--- src/rtl/fetch_pkg.sv ---
// Shared types and constants for the instruction-fetch stage.
// BP_META_WIDTH sets the predictor metadata width (defaults to 8).
`ifndef BP_META_WIDTH
`define BP_META_WIDTH 8
`endif

package fetch_pkg;

    localparam int BP_META_W = `BP_META_WIDTH;
    localparam int FETCH_Q_DEPTH = 2;
    localparam logic [31:0] RESET_PC_DEFAULT = 32'h0000_0000;

    typedef struct packed {
        logic [31:0]          pc;
        logic [31:0]          inst;
        logic [31:0]          p_target;
        logic                 p_dir;
        logic [BP_META_W-1:0] meta;
    } fetch_bundle_t;

endpackage

--- src/rtl/fetch_queue.sv ---
// Two-entry circular buffer between fetch and decode.
// Flush wins over both push and pop in the same cycle.
module fetch_queue
    import fetch_pkg::*;
#(
    parameter type T = fetch_bundle_t
) (
    input  logic       clk,
    input  logic       reset_n,
    input  logic       push,
    input  logic       pop,
    input  logic       flush,
    input  T           din,
    output T           head,
    output logic       valid,
    output logic [1:0] count
);

    logic [1:0] cnt;
    logic       hd;
    logic       tl;
    T           mem [FETCH_Q_DEPTH];
    logic       do_pop;
    logic       do_push;

    assign do_pop  = pop & ~flush & (cnt != 2'd0);
    // A full queue still accepts a push when the head leaves together.
    assign do_push = push & ~flush & ((cnt < 2'd2) | do_pop);

    always_ff @(posedge clk or negedge reset_n) begin
        if (!reset_n) begin
            cnt    <= 2'd0;
            hd     <= 1'b0;
            tl     <= 1'b0;
            mem[0] <= '0;
            mem[1] <= '0;
        end else if (flush) begin
            cnt <= 2'd0;
            hd  <= 1'b0;
            tl  <= 1'b0;
        end else begin
            if (do_push) begin
                mem[tl] <= din;
                tl      <= ~tl;
            end
            if (do_pop) begin
                hd <= ~hd;
            end
            unique case ({do_push, do_pop})
                2'b10:   cnt <= cnt + 2'd1;
                2'b01:   cnt <= cnt - 2'd1;
                default: cnt <= cnt;
            endcase
        end
    end

    assign head  = mem[hd];
    assign valid = (cnt != 2'd0);
    assign count = cnt;

endmodule

--- src/rtl/fetch_stage.sv ---
// Fetch stage: owns the fetch PC, steers BRAM reads, queues bundles to decode.
// FETCH_PERF_CNT_EN builds the fetch/stall performance counters.
module fetch_stage
    import fetch_pkg::*;
#(
    parameter logic [31:0] RESET_PC  = RESET_PC_DEFAULT,
    parameter int          IC_ADDR_W = 8,
    parameter int          META_W    = BP_META_W
) (
    input  logic                 clk,
    input  logic                 reset_n,
    output logic [IC_ADDR_W-1:0] ic_rdaddress,
    input  logic [31:0]          ic_q,
    output logic [31:0]          fetch_bpredictor_PC,
    output logic [31:0]          fetch_bpredictor_inst,
    output logic                 fetch_bpredictor_stall,
    input  logic [31:0]          bpredictor_fetch_p_target,
    input  logic                 bpredictor_fetch_p_dir,
    input  logic [META_W-1:0]    bpredictor_fetch_meta,
    input  logic                 execute_fetch_redirect,
    input  logic [31:0]          execute_fetch_redirect_PC,
    output logic                 fetch_decode_valid,
    output logic [31:0]          fetch_decode_PC,
    output logic [31:0]          fetch_decode_inst,
    output logic [31:0]          fetch_decode_p_target,
    output logic                 fetch_decode_p_dir,
    output logic [META_W-1:0]    fetch_decode_meta,
    input  logic                 decode_fetch_ready,
    output logic [31:0]          fetch_count,
    output logic [31:0]          stall_count
);

    logic [31:0]   pc_f1;
    logic          f1_valid;
    logic [31:0]   next_pc;
    logic          advance;
    logic          deq;
    logic [1:0]    q_count;
    fetch_bundle_t q_din;
    fetch_bundle_t q_head;

    assign deq     = fetch_decode_valid & decode_fetch_ready;
    assign advance = f1_valid & ((q_count < 2'd2) | deq)
                   & ~execute_fetch_redirect;

    always_comb begin
        next_pc = pc_f1;
        unique case (1'b1)
            execute_fetch_redirect: next_pc = execute_fetch_redirect_PC;
            advance:                next_pc = bpredictor_fetch_p_target;
            default:                next_pc = pc_f1;
        endcase
    end

    // A stalled F1 re-reads its own PC so ic_q stays valid.
    always_ff @(posedge clk or negedge reset_n) begin
        if (!reset_n) begin
            pc_f1    <= RESET_PC;
            f1_valid <= 1'b0;
        end else begin
            pc_f1    <= next_pc;
            f1_valid <= 1'b1;
        end
    end

    assign ic_rdaddress           = next_pc[IC_ADDR_W+1:2];
    assign fetch_bpredictor_PC    = pc_f1;
    assign fetch_bpredictor_inst  = ic_q;
    assign fetch_bpredictor_stall = ~advance;

    always_comb begin
        q_din          = '0;
        q_din.pc       = pc_f1;
        q_din.inst     = ic_q;
        q_din.p_target = bpredictor_fetch_p_target;
        q_din.p_dir    = bpredictor_fetch_p_dir;
        q_din.meta     = bpredictor_fetch_meta;
    end

    fetch_queue #(
        .T(fetch_bundle_t)
    ) u_queue (
        .clk    (clk),
        .reset_n(reset_n),
        .push   (advance),
        .pop    (deq),
        .flush  (execute_fetch_redirect),
        .din    (q_din),
        .head   (q_head),
        .valid  (fetch_decode_valid),
        .count  (q_count)
    );

    assign fetch_decode_PC       = q_head.pc;
    assign fetch_decode_inst     = q_head.inst;
    assign fetch_decode_p_target = q_head.p_target;
    assign fetch_decode_p_dir    = q_head.p_dir;
    assign fetch_decode_meta     = q_head.meta;

`ifdef FETCH_PERF_CNT_EN
    logic [31:0] fcnt;
    logic [31:0] scnt;

    always_ff @(posedge clk or negedge reset_n) begin
        if (!reset_n) begin
            fcnt <= 32'd0;
            scnt <= 32'd0;
        end else begin
            if (advance) begin
                fcnt <= fcnt + 32'd1;
            end
            if (f1_valid & ~advance & ~execute_fetch_redirect) begin
                scnt <= scnt + 32'd1;
            end
        end
    end

    assign fetch_count = fcnt;
    assign stall_count = scnt;
`else
    assign fetch_count = 32'd0;
    assign stall_count = 32'd0;
`endif

endmodule

--- config.mk ---
export PLATFORM = sky130hd
export DESIGN_NAME = fetch_stage
export DESIGN_NICKNAME = d
export VERILOG_FILES = /design/src/rtl/fetch_pkg.sv /design/src/rtl/fetch_queue.sv /design/src/rtl/fetch_stage.sv
export SDC_FILE = /design/constraint.sdc
export NUM_CORES = 1
export LEC_CHECK = 0
export CORE_UTILIZATION = 40
export DETAILED_ROUTE_END_ITERATION = 12
export HOLD_SLACK_MARGIN = 0.03
export PLACE_DENSITY = 0.81
export RECOVER_POWER = 100
export SETUP_SLACK_MARGIN = 0.4
export SLEW_MARGIN = 20
export SYNTH_ARGS = -nofsm -noshare
export SYNTH_HDL_FRONTEND = slang
export SYNTH_HIERARCHICAL = 1
export SYNTH_SLANG_ARGS = --single-unit
export TNS_END_PERCENT = 50
--- constraint.sdc ---
create_clock -name clk -period 4.6 [get_ports clk]
set_input_delay 0.46 -clock clk [delete_from_list [all_inputs] [get_ports clk]]
set_output_delay 0.46 -clock clk [all_outputs]
set_load 0.02 [all_outputs]
Word-level counts from Yosys, hierarchy flattened
Cells that the tools add are included.
Word-level totals
  flip-flop bits (word level): 247
  bits in latches: 0
  bits in writable memories: 0
  memory bits (read-only): 0
  bits of input ports: 109
  output and inout bits: 243
  logic and storage cells: 59
  memories kept: 0
Operators by class
  add/subtract/negate cells: 2
  $mul: 0
  div/mod/pow operators: 0
  magnitude comparators: 4
  eq/ne operators: 2
  shifts and indexed selects: 0
  mux-type cells: 13
  bitwise logic cells: 15
  reduce and logical (&&, ||, !) cells: 7
Operators with widths (count)
  $mux W105: 4
  $bwmux W210: 1
  $demux W105 S1: 1
  $pmux W32 S2: 1
  $reduce_bool A2 Y1: 4
  $and A1 B1 Y1: 7
  $ge A2 B2 Y1 const B: 2
  $mux W1: 4
  $not A1 Y1: 4
  $not A1 Y2: 2
  $pmux W2 S2: 1
  $reduce_bool A3 Y1: 1
  $add A2 B1 Y2 const B: 1
  $eq A2 B1 Y1 const B: 1
  $eq A2 B2 Y1 const B: 1
  $lt A2 B1 Y1 const B: 1
  $lt A2 B2 Y1 const B: 1
  $mux W2: 1
  $or A1 B1 Y1: 2
  $reduce_and A2 Y1: 1
  $sub A2 B1 Y2 const B: 1
  $logic_and A1 B1 Y1: 1

Depth between registers and ports, before layout
  depth after elaboration: 10
  mapped depth: 11
  gate-level depth less buffers: 6

Cells and area by module
The synthesis kept the hierarchy.
By module, submodules not included
  fetch_queue: instances 1, cells an instance 584, area an instance 9437.8 sq um, seq. area each 5355.1 sq um
  fetch_stage: instances 1, cells an instance 218, area an instance 2287.2 sq um, seq. area each 825.8 sq um

Least setup slack after synthesis
Ideal clock, no wire load.
  path kind: flip-flop to flip-flop
  start point: reg u_queue.cnt[1] (netlist: u_queue/count[1])
  end point: reg u_queue/mem[100] in the netlist's numbering
  library setup time: 125 ps
  data arrival time: 2452 ps
  required time: 4475 ps
  setup slack: 2023 ps
  stages on the path, launching flop included: 12
  path buffers: 5
  period minus slack after synthesis: 2577 ps
  cell sequence: dfrtp_1 > or2_2 > a21bo_1 > and3b_1 > buf_6 > buf_6 > inv_1 > or4b_1 > buf_2 > buf_8 > buf_8 > mux2_4
Between the ends
  word-level cells in the longest chain between the ends: 8
  elaborated cells on any way between the ends: 12
  classes of those cells: order compare: 1; bitwise: 9; reduce/logical: 2
RTL lines
  from (decl): RTL line fetch_queue.sv:19  | logic [1:0] cnt;
  from (signal assigned): RTL line fetch_queue.sv:50  | 2'b10: cnt <= cnt + 2'd1;
  from (signal assigned): RTL line fetch_queue.sv:51  | 2'b01: cnt <= cnt - 2'd1;
  from (signal assigned): RTL line fetch_queue.sv:52  | default: cnt <= cnt;
  $reduce_bool A2 Y1: RTL line fetch_queue.sv:58  | assign valid = (cnt != 2'd0);
  named net fetch_decode_valid: RTL line fetch_stage.sv:22  | output logic fetch_decode_valid,
  $and A1 B1 Y1: RTL line fetch_stage.sv:42  | assign deq = fetch_decode_valid & decode_fetch_ready;
  $or A1 B1 Y1: RTL line fetch_stage.sv:43  | assign advance = f1_valid & ((q_count < 2'd2) | deq)
  $and A1 B1 Y1: RTL line fetch_stage.sv:43
  $and A1 B1 Y1: RTL line fetch_stage.sv:44  | & ~execute_fetch_redirect;
  named net advance: RTL line fetch_stage.sv:36  | logic advance;
  $and A1 B1 Y1 (2 in series): RTL line fetch_queue.sv:28  | assign do_push = push & ~flush & ((cnt < 2'd2) | do_pop);
  $reduce_and A2 Y1 (no source line)
  to (signal, indexed assignment): RTL line fetch_queue.sv:43  | mem[tl] <= din;
  to (decl): RTL line fetch_queue.sv:22  | T mem [FETCH_Q_DEPTH];
The timed path passes the listed nets, and every way through them passes these cells.
A chain may end at the register's enable or synchronous reset.

Worst setup path after layout
  start point: reg u_queue.hd
  end point: out fetch_decode_PC[23]
Between the ends
  word-level cells in the longest chain between the ends: 4
RTL lines
  from (decl): RTL line fetch_queue.sv:20  | logic hd;
  from (signal assigned): RTL line fetch_queue.sv:47  | hd <= ~hd;
  $not A1 Y2 (not written as such): RTL line fetch_queue.sv:57  | assign head = mem[hd];
  $mux W105 (not written as such) (3 in series): RTL line fetch_queue.sv:57
  to (decl): RTL line fetch_stage.sv:23  | output logic [31:0] fetch_decode_PC,
No other way between the ends. The select of a mux whose other input is x is not followed.

==> results.py <==
metrics = {
    "timing": {
        "fmax_ghz": 0.2572,
        "rsz0062_at_grt": "no",
        "setup_total_negative_slack_ns": 0,
        "timing.final.crit_share_pct": 84.51,
        "min_period_ns": 3.887,
        "worst-slew-pin-transition_ns": 2.430,
        "timing.final.max_slew_violations": 282,
        "post_route_clock_skew_ns": 0.01227,
        "final-hold-violation-count": 0,
        "max-slew-margin-rel_pct": -62.00,
        "count_of_endpoints_failing_setup_in_the_final_report": 0,
    },
    "global_route": {
        "grt-ovfl-total": 0,
        "grt_max_degree": 111,
        "total_routing_resource_utilization_after_global_routing_pct": 17.24,
        "grt_antenna_before_repair": 0,
        "grt_first_pass_wirelength_um": 41570,
        "first_global_vias": 7571,
    },
    "die": {
        "row_count": 62,
        "dieArea_um2": 30000,
        "initial_utilization_pct": 40.74,
        "pin_count": 352,
        "die_w_um": 173.2,
        "coreArea_um2": 28780,
        "die_h_um": 173.2,
    },
    "setup_path": {
        "crit_type": "reg2out",
        "arrival_ns": 3.43,
        "maximum_fanout_along_the_worst_path": 105,
        "cpMaxStageDelayCell": "sky130_fd_sc_hd__clkbuf_4",
        "timing.critical_path.slowest_cell_delay_ns": 1.25,
        "endpoint_kind": "output port",
        "timing.critical_path.from_type": "flop",
        "worstPathCellList": "clkbuf_4 > mux2_2 > dlygate4sd3_1",
        "crit_required_ns": 4.14,
        "r2r.worst_path.cells": 7,
    },
    "yosys": {
        "synth_cell_type_count": 27,
        "syn_area_per_cell_um2": 14.62,
        "postSynthCellCount": 802,
        "synth.cells.most_frequent": "sky130_fd_sc_hd__mux2_2 (281), sky130_fd_sc_hd__dfrtp_1 (247), sky130_fd_sc_hd__buf_4 (104)",
        "synth-edff-count": 0,
        "synth_sequential_area_ratio_pct": 52.72,
        "yosys.area.top_type": "sky130_fd_sc_hd__dfrtp_1",
        "synth.area.top_cells": "sky130_fd_sc_hd__dfrtp_1 (53%), sky130_fd_sc_hd__mux2_2 (27%), sky130_fd_sc_hd__buf_4 (6.7%), sky130_fd_sc_hd__mux2_4 (6.4%), sky130_fd_sc_hd__a221o_1 (2.0%)",
        "synthesis.area_um2": 11720,
        "yosys_register_bits": 247,
        "async_flop_share_pct": 100.0,
        "number_of_warnings_reported_in_the_yosys_synthesis_log": 6,
        "post-synth-top-area-fraction_pct": 52.72,
        "yosys.cell_count.top_type": "sky130_fd_sc_hd__mux2_2",
        "synth_flop_cell": "sky130_fd_sc_hd__dfrtp_1",
    },
    "cells_and_area": {
        "fill_cells": 2466,
        "final_net_count": 1152,
        "antennaDiodeCount": 0,
        "final_design_area_no_fill_um2": 15080,
        "layout-drive-gt1-share_pct": 31.92,
        "flow.area_growth_from_synthesis_pct": 28.65,
    },
    "route": {
        "dr.pass1.iters": 4,
        "drt_iter0_drc": 241,
        "total_length_of_routed_wires_um": 26050,
        "total_drc_errors_in_the_routed_layout": 0,
        "detail_route.vias_per_cell": 4.839,
        "routed-via-count": 7012,
        "wire_length_per_cell_after_detailed_routing_um": 17.98,
        "antenna_left": 0,
    },
    "cts": {
        "post_cts.repair.setup_buffers": 0,
        "cts_max_level": 1,
        "worst_skew_pair_later_pin_latency_ns": 0.54,
        "cts.root.buffer_cell": "sky130_fd_sc_hd__clkbuf_16",
        "max-clock-path-buffers": 3,
        "clock-sinks": 247,
        "cts_repair_resize_count": 0,
        "cts-buffers-inserted": 28,
        "clk_transition_reported_paths_ns": 0.06,
        "clock_tree_from_tritoncts": "yes",
    },
    "place": {
        "place_congestion": 0.7293,
        "io_buffers": 287,
        "dpl.hpwl_um": 16770,
        "place_area_um2": 14380,
    },
    "job": {
        "max-cap-violations": 4,
    },
    "hold_path": {
        "hold_path.class": "reg2reg",
        "min_path_cells": 1,
    },
    "power_and_ir_drop": {
        "power_density_nw_per_um2": 478.4,
        "leakagePower_nw": 6.617,
        "vdd.ir_drop.worst_mv": 0.3192,
    },
    "outcome": {
        "violations": "max-capacitance violations, max-slew violations",
        "outcome": "finished, violations left",
    },
}
-- area by class of cell --
type                       count  area [um^2]  area share [%]
sequential                   247         6185           41.00
multi-input combinational    466         4527           30.01
timing repair buffer         297         2939           19.48
clock inverter                12        95.09          0.6304
inverter                       3        11.26         0.07465
clock buffer                  40        847.1           5.615
tap                          384        480.5           3.185
-- critical path: cells and delay by family, from the launching register on --
kind,cells,cell delay [ns]
flip-flops,1,0.40
multiplexers,1,0.44
buffers and inverters,2,1.92
-- report_power, final --
part	total, mW	leakage (nW)	switching [mW]	internal, mW
registers	2.98	3.05	0.275	2.71
clock network	2.23	0.473	0.892	1.33
logic	2.01	3.10	0.938	1.07
total	7.22	6.62	2.11	5.11
-- path summary, 6_finish.rpt --
| kind | startpoint | endpoint | slack [ns] |
|---|---|---|---|
| worst max-delay path | u_queue/hd | fetch_decode_PC[23] | 0.71 |
| worst min-delay path | u_queue/mem[94] | u_queue/mem[94] | 0.49 |
| worst max register to register | u_queue/count[1] | u_queue/mem[31] | 0.89 |
| worst min register to register | u_queue/mem[94] | u_queue/mem[94] | 0.49 |
| max in group asynchronous | reset_n | u_queue/mem[126] | 1.23 |
| min in group asynchronous | reset_n | u_queue/mem[151] | 1.21 |
-- cell usage in the layout, fill, tap and decap left out, types with 8 or more instances in the layout --
master | Yosys | layout
sky130_fd_sc_hd__a221o_1 | 24 | 24
sky130_fd_sc_hd__and2_1 | 25 | 24
sky130_fd_sc_hd__clkbuf_16 | 0 | 29
sky130_fd_sc_hd__clkbuf_8 | 0 | 8
sky130_fd_sc_hd__clkdlybuf4s50_1 | 0 | 108
sky130_fd_sc_hd__clkinv_2 | 0 | 8
sky130_fd_sc_hd__conb_1 | 2 | 65
sky130_fd_sc_hd__dfrtp_1 | 247 | 246
sky130_fd_sc_hd__dlygate4sd3_1 | 0 | 178
sky130_fd_sc_hd__mux2_1 | 0 | 54
sky130_fd_sc_hd__mux2_2 | 281 | 274
-- state kept, by name, indices dropped and copies added, names as in the netlist --
signal               count
f1_valid                 1
fetch_bpredictor_PC     32
u_queue/count            2
u_queue/hd               1
u_queue/mem            210
u_queue/tl               1
-- per-layer routing --
| layer | GRT usage (%) | part of all wire [%] | vias to the layer above |
|---|---|---|---|
| met2 | 29.94 | 49 | 248 |
| met4 | 5.088 | 2.7 | 0 |
| met1 | 21.09 | 41 | 3551 |
| li1 | - | - | 3168 |
| met5 | 0 | 0 | - |
| met3 | 4.364 | 6.8 | 45 |
-- metrics by stage --
step           power (mW)  utilization (%)  setup slack (ns)  cells  hold WS (ns)
2_1_floorplan       4.346                -             2.023    865        0.1644
3_3_place_gp        5.194            49.95             1.549   1396        0.4815
3_5_place_dp        5.257            49.95             1.506   1396        0.4875
4_1_cts             7.539            53.26             1.181   1449        0.5002
5_1_grt             7.565            52.41            0.5949   1449        0.5018
6_report            7.217            52.41            0.7126   1449        0.4888
-- what timing repair did --
item,CTS,global route
hold buffers,1,0
hold endpoints to repair,93,0
endpoints found under the setup margin,0,0
-- cells by family after synthesis --
logic type	synth area share, %
buffers and inverters	9.209
flip-flops	52.72
AND/OR/NAND/NOR	1.963
XOR/XNOR	0.07471
other	0.06405
multiplexers	33.39
AO/OA/AOI/OAI	2.582
(Power assumes the default switching activity.)
==> RTL change 1 (same settings) <==
Change the parameter `IC_ADDR_W` from 8 to 9.
--- a/src/rtl/fetch_stage.sv
+++ b/src/rtl/fetch_stage.sv
@@ -4,7 +4,7 @@
     import fetch_pkg::*;
 #(
     parameter logic [31:0] RESET_PC  = RESET_PC_DEFAULT,
-    parameter int          IC_ADDR_W = 8,
+    parameter int          IC_ADDR_W = 9,
     parameter int          META_W    = BP_META_W
 ) (
     input  logic                 clk,
Interface: changed (resized ic_rdaddress); port bits go from 352 to 353. The function was not compared with the original's and may differ.
==> RTL change 1 against the original RTL <==
Critical path type unchanged; clock skew grew 0.96 ps; worst hold slack got worse by 0.93 ps; the flow still finishes with violations (capacitance limit, slew limit); critical path depth unchanged; sequential cell count stayed put; total power fell by 2.3%; synthesized area rose by 0.12%; routed wire length rose by 2.2%; cell count is 0.21% lower; die area is 0.12% higher; clock power is 9.0% lower; final area is 0.32% lower; non-clock buffer count unchanged; setup slack gained 150 ps; sequential power about the same.
==> RTL change 1: results (changes against the original RTL) <==
* Result of the run: complete, but fails checks
* Failing checks: capacitance limit, slew limit
* Flip-flop count of the largest register, all copies and words added at 210 (unchanged)
* Normalized max-slew margin at -82.85% (-21 points)
* Proportion of synthesized area in mux cells at 33.54% (+0.15 points)
* Wire length of the first global-routing pass at 42.85 mm (+3.1%)
* Worst-path maximum fanout at 57 (-46%)
* Worst setup slack after placement at 1356 ps (-149.8 ps)
* Slew Limit Fails at 261 (-7.4%)
* GRT Overall Usage at 17.65% (+0.41 points)
* Largest cells by area after synthesis: sky130_fd_sc_hd__dfrtp_1, sky130_fd_sc_hd__mux2_2, sky130_fd_sc_hd__buf_4, sky130_fd_sc_hd__mux2_4, sky130_fd_sc_hd__a221o_1
* Starting DRT DRC Count at 260 (+7.9%)
* Start point of the worst hold path: u_queue/mem[70]
* Ratio of routed vias to standard cells at 4.885 (+0.95%)
* Post-synthesis sequential area ratio at 52.65% (-0.062 points)
* Largest voltage drop on the vdd net at 0.2848 mV (-11%)
* Complex-gate fraction of the synthesized area at 2.494% (-0.088 points)
* Commonest cells in the netlist: sky130_fd_sc_hd__mux2_2, sky130_fd_sc_hd__dfrtp_1, sky130_fd_sc_hd__buf_4
* Leakage power summed over all cells at 6.566 nW (-0.77%)
* Via count of the first global-routing pass at 7592 (+0.28%)
* Mean cell area of the mapped netlist at 14.62 um2 (about the same)
* Design internal power at 4.978 mW (-2.6%)
* Ratio of cells with drive above 1 in the final layout at 31.45% (-0.47 points)
* Endpoint of the most critical register-to-register path: u_queue/mem[34]
* Maximum clock skew at final layout at 13.23 ps (+0.9550 ps)
* Largest net degree at the start of global routing at 107 (-3.6%)
* Arrival @ worst endpoint at 3280 ps (-150 ps)
* Max Cap Violations at 3 (-1)
* IO Port Bufs at 288 (+0.35%)
* Type of the most critical hold path: flop to flop
* Crit path setup slack, layout at 857.9 ps (+145.3 ps)
==> RTL change 1: cell count changes after synthesis <==
cell,unedited run,this run
sky130_fd_sc_hd__mux2_2,281,283
sky130_fd_sc_hd__buf_4,104,105
sky130_fd_sc_hd__and2_1,25,24
sky130_fd_sc_hd__a221o_1,24,23
==> RTL change 1: cell families (layout without fill, tap and decap cells) <==
kind of cell,after synthesis,in the layout
muxes,333,333
and+or+nand+nor,34,34
xor gates and xnor gates,1,1
AOI/OAI and AO/OA,33,33
DFF,247,247
other,2,65
buffers and inverters,153,349
==> RTL change 1: layout make-up <==
| class | instances | area (um2) |
|---|---|---|
| flip-flops and latches | 247 | 6182 |
| well taps | 384 | 480.5 |
| multi-input cells | 466 | 4548 |
| inverters | 3 | 11.26 |
| repair buffers | 297 | 2977 |
| fillers | 2464 | 13740 |
| clock buffers | 44 | 809.5 |
| clock inverters | 5 | 27.53 |
==> RTL change 1: worst max path at each step <==
| stage | endpoint |
|---|---|
| 2_1_floorplan | u_queue/mem[100] |
| 3_3_place_gp | u_queue/mem[95] |
| 3_5_place_dp | u_queue/mem[69] |
| 4_1_cts | ic_rdaddress[2] |
| 5_1_grt | fetch_decode_PC[26] |
| 6_report | fetch_decode_PC[23] |
==> RTL change 1: layer usage <==
layer  vias up  track usage (%)  share of wire (%)
li1       3163                -                  -
met1      3601            22.50                 41
met2       250            29.28                 49
met3        50            5.066                7.6
met4         0            4.720                2.4
met5         -                0                  0
==> RTL change 1: critical path, cell delays in order (launching register included) <==
cell	delay [ps]
sky130_fd_sc_hd__dfrtp_2	1240
sky130_fd_sc_hd__buf_12	410
sky130_fd_sc_hd__mux2_2	390
sky130_fd_sc_hd__dlygate4sd3_1	660
==> RTL change 1: stage by stage <==
step                      cell area (um2)  total power, mW  hold WS, ps  utilization, %
after floorplan                     11980            4.352        164.4               -
after global placement              14400            5.208        481.8           50.03
after detailed placement            14400            5.277        489.1           50.03
after CTS                           15240            7.367        501.9           52.97
after global routing                15040            7.428        506.8           52.24
final                               15040            7.049        487.9           52.24
==> RTL change 1: power groups by stage <==
stage               registers, mW  logic, mW  clock network, mW
floorplan                    2.96       1.39                  0
global placement             2.99       2.22                  0
detailed placement           3.02       2.25                  0
CTS                          3.00       2.27               2.10
global route                 3.06       2.17               2.20
finish                       2.99       2.03               2.03
==> RTL change 1: what timing repair did <==
item                                    CTS  global route
buffers inserted                          0             0
endpoints found under the setup margin    0             0
endpoints found under the hold margin    31             0
hold buffers                              1             0
==> RTL change 2 (config.mk and constraints unchanged) <==
Made on the original files. Register the outputs `fetch_bpredictor_inst` and `fetch_bpredictor_stall`, with the module's reset; this adds one clock of latency there. The other outputs are not delayed to match.
--- a/src/rtl/fetch_stage.sv
+++ b/src/rtl/fetch_stage.sv
@@ -65,8 +65,15 @@
 
     assign ic_rdaddress           = next_pc[IC_ADDR_W+1:2];
     assign fetch_bpredictor_PC    = pc_f1;
-    assign fetch_bpredictor_inst  = ic_q;
-    assign fetch_bpredictor_stall = ~advance;
+    always_ff @(posedge clk or negedge reset_n) begin
+        if (!reset_n) begin
+            fetch_bpredictor_inst  <= '0;
+            fetch_bpredictor_stall <= '0;
+        end else begin
+            fetch_bpredictor_inst  <= ic_q;
+            fetch_bpredictor_stall <= ~advance;
+        end
+    end
 
     always_comb begin
         q_din          = '0;
Formal check against the unedited RTL: not equivalent (a bounded check fails within 4 cycles, from zero or initial values and one cycle with reset_n low).
==> RTL change 2 against the original RTL <==
The run still ends with capacitance limit, slew limit left; final area increased by 6.7%; synthesized cell count increased by 9.5%; via count increased by 13%; non-clock buffer count increased by 2; routed wire length increased by 14%; first-iteration DRC count increased by 38%; total power increased by 6.0%; synthesized area increased by 6.8%; sequential cell count increased by 33; setup slack got worse by 65 ps.
==> RTL change 2: results (changes against the original RTL) <==
* GRT Overall Usage at 18.44% (+1.2 points)
* Via count of the first global-routing pass at 8221 (+8.6%)
* Flip-flop count of the largest register, all copies and words added at 210 (unchanged)
* Slew Limit Fails at 177 (-37%)
* TritonCTS buffer count at 30 (+7.1%)
* Quantity of gates resized following cts at 0 (unchanged)
* Leakage power summed over all cells at 6.872 nW (+3.9%)
* Result of the run: complete, but fails checks
* Worst setup slack after placement at 1193 ps (-312.9 ps)
* Worst Max-Slew Pin Slew at 2700 ps (+270.1 ps)
* Cell area reported after detailed placement at 0.01540 mm2 (+7.1%)
* Routed via count at 7892 (+13%)
* Worst-path maximum fanout at 54 (-49%)
* Ratio of cells with drive above 1 in the final layout at 28.02% (-3.9 points)
* Total detailed-routing wirelength at 29.77 mm (+14%)
* Number of synthesized flops with an enable pin at 0 (unchanged)
* Dpl hpwl at 18.84 mm (+12%)
* Type of the most critical hold path: primary input to flop
* Wire length of the first global-routing pass at 46.09 mm (+11%)
* Number of nets in the finished design at 1254 (+8.9%)
* Wire length per cell at 19.05 um (+5.9%)
* Starting DRT DRC Count at 332 (+38%)
* Failing checks: capacitance limit, slew limit
* Commonest cells in the netlist: sky130_fd_sc_hd__dfrtp_1, sky130_fd_sc_hd__mux2_2, sky130_fd_sc_hd__buf_4
* Mean cell area of the mapped netlist at 14.26 um2 (-2.5%)
* Largest cells by area after synthesis: sky130_fd_sc_hd__dfrtp_1, sky130_fd_sc_hd__mux2_2, sky130_fd_sc_hd__mux2_4, sky130_fd_sc_hd__buf_4, sky130_fd_sc_hd__nor2b_1
* Post-Place Cells at 1508 (+8.0%)
* Largest voltage drop on the vdd net at 0.2706 mV (-15%)
* Max Cap Violations at 2 (-2)
* Minimum clock period after layout at 3952 ps (+64.99 ps)
* Maximum clock skew at final layout at 11.53 ps (-0.7448 ps)
* Largest net degree at the start of global routing at 109 (-1.8%)
* Cell variety after synth at 31 (+15%)
* Routability-driven placement congestion ratio at 0.7431 (+1.9%)
* Post-synthesis sequential area ratio at 55.97% (+3.3 points)
==> RTL change 2: cell types whose count changed in the layout (fill, tap and decap cells not counted), sizes merged, moves of 16 or more <==
cell	unedited run	this run
dfrtp	247	280
a31oi	0	32
nor2b	2	34
o21ai	5	37
a21oi	3	34
clkdlybuf4s50	108	77
dlygate4sd3	178	209
a221o	24	0
and2	25	1
mux2	331	315
==> RTL change 2: final cells by class <==
type	instances	area, um2
clock buffers	50	907.1
clock inverters	4	27.53
fillers	2608	14580
inverters	4	15.01
multi-input cells	530	4677
flip-flops and latches	280	7012
well taps	396	495.5
repair buffers	299	2958
==> RTL change 2: kinds of logic after synthesis <==
| kind of cell | Yosys count | share of synthesized area (%) |
|---|---|---|
| AND/OR/NAND/NOR | 43 | 2.259 |
| multiplexers | 315 | 29.83 |
| buffers and inverters | 131 | 7.136 |
| other | 2 | 0.05999 |
| XOR/XNOR | 1 | 0.06997 |
| flip-flops | 280 | 55.97 |
| AO/OA/AOI/OAI | 106 | 4.677 |
==> RTL change 2: power breakdown <==
part           total, mW  leakage (nW)  internal, mW  switching [mW]
clock network       2.28         0.457          1.33           0.946
registers           3.32          3.38          3.03           0.290
logic               2.06          3.03          1.08           0.980
==> RTL change 2: per-layer routing <==
layer  vias up  wire (um)  GRT usage (%)
met5         -          0              0
met4         0        687          4.873
met3        53       2243          4.177
met2       307      14620          31.29
met1      4023      12230          23.59
li1       3509          -              -
==> RTL change 2: worst max-delay path, stage by stage, from the launching register on <==
cell	delay, ps
sky130_fd_sc_hd__dfrtp_4	910
sky130_fd_sc_hd__clkbuf_4	860
sky130_fd_sc_hd__mux2_2	410
sky130_fd_sc_hd__dlygate4sd3_1	670
==> RTL change 2: path summary, 6_finish.rpt <==
| kind | end | from | cells after the start | slack, ps |
|---|---|---|---|---|
| hold / removal | fetch_bpredictor_stall | execute_fetch_redirect | 2 | 140 |
| max in group asynchronous | u_queue/mem[18] | reset_n | 3 | 1090 |
| min in group asynchronous | fetch_bpredictor_inst[28] | reset_n | 2 | 1280 |
| setup reg to reg | u_queue/mem[205] | u_queue/count[1] | 8 | 710 |
| setup / recovery | fetch_decode_p_target[15] | u_queue/hd | 3 | 650 |
| hold reg to reg | u_queue/mem[84] | u_queue/mem[84] | 1 | 490 |
==> RTL change 2: what timing repair did <==
action,CTS,global route
hold buffers,1,0
setup buffers,0,0
hold endpoints to repair,105,0
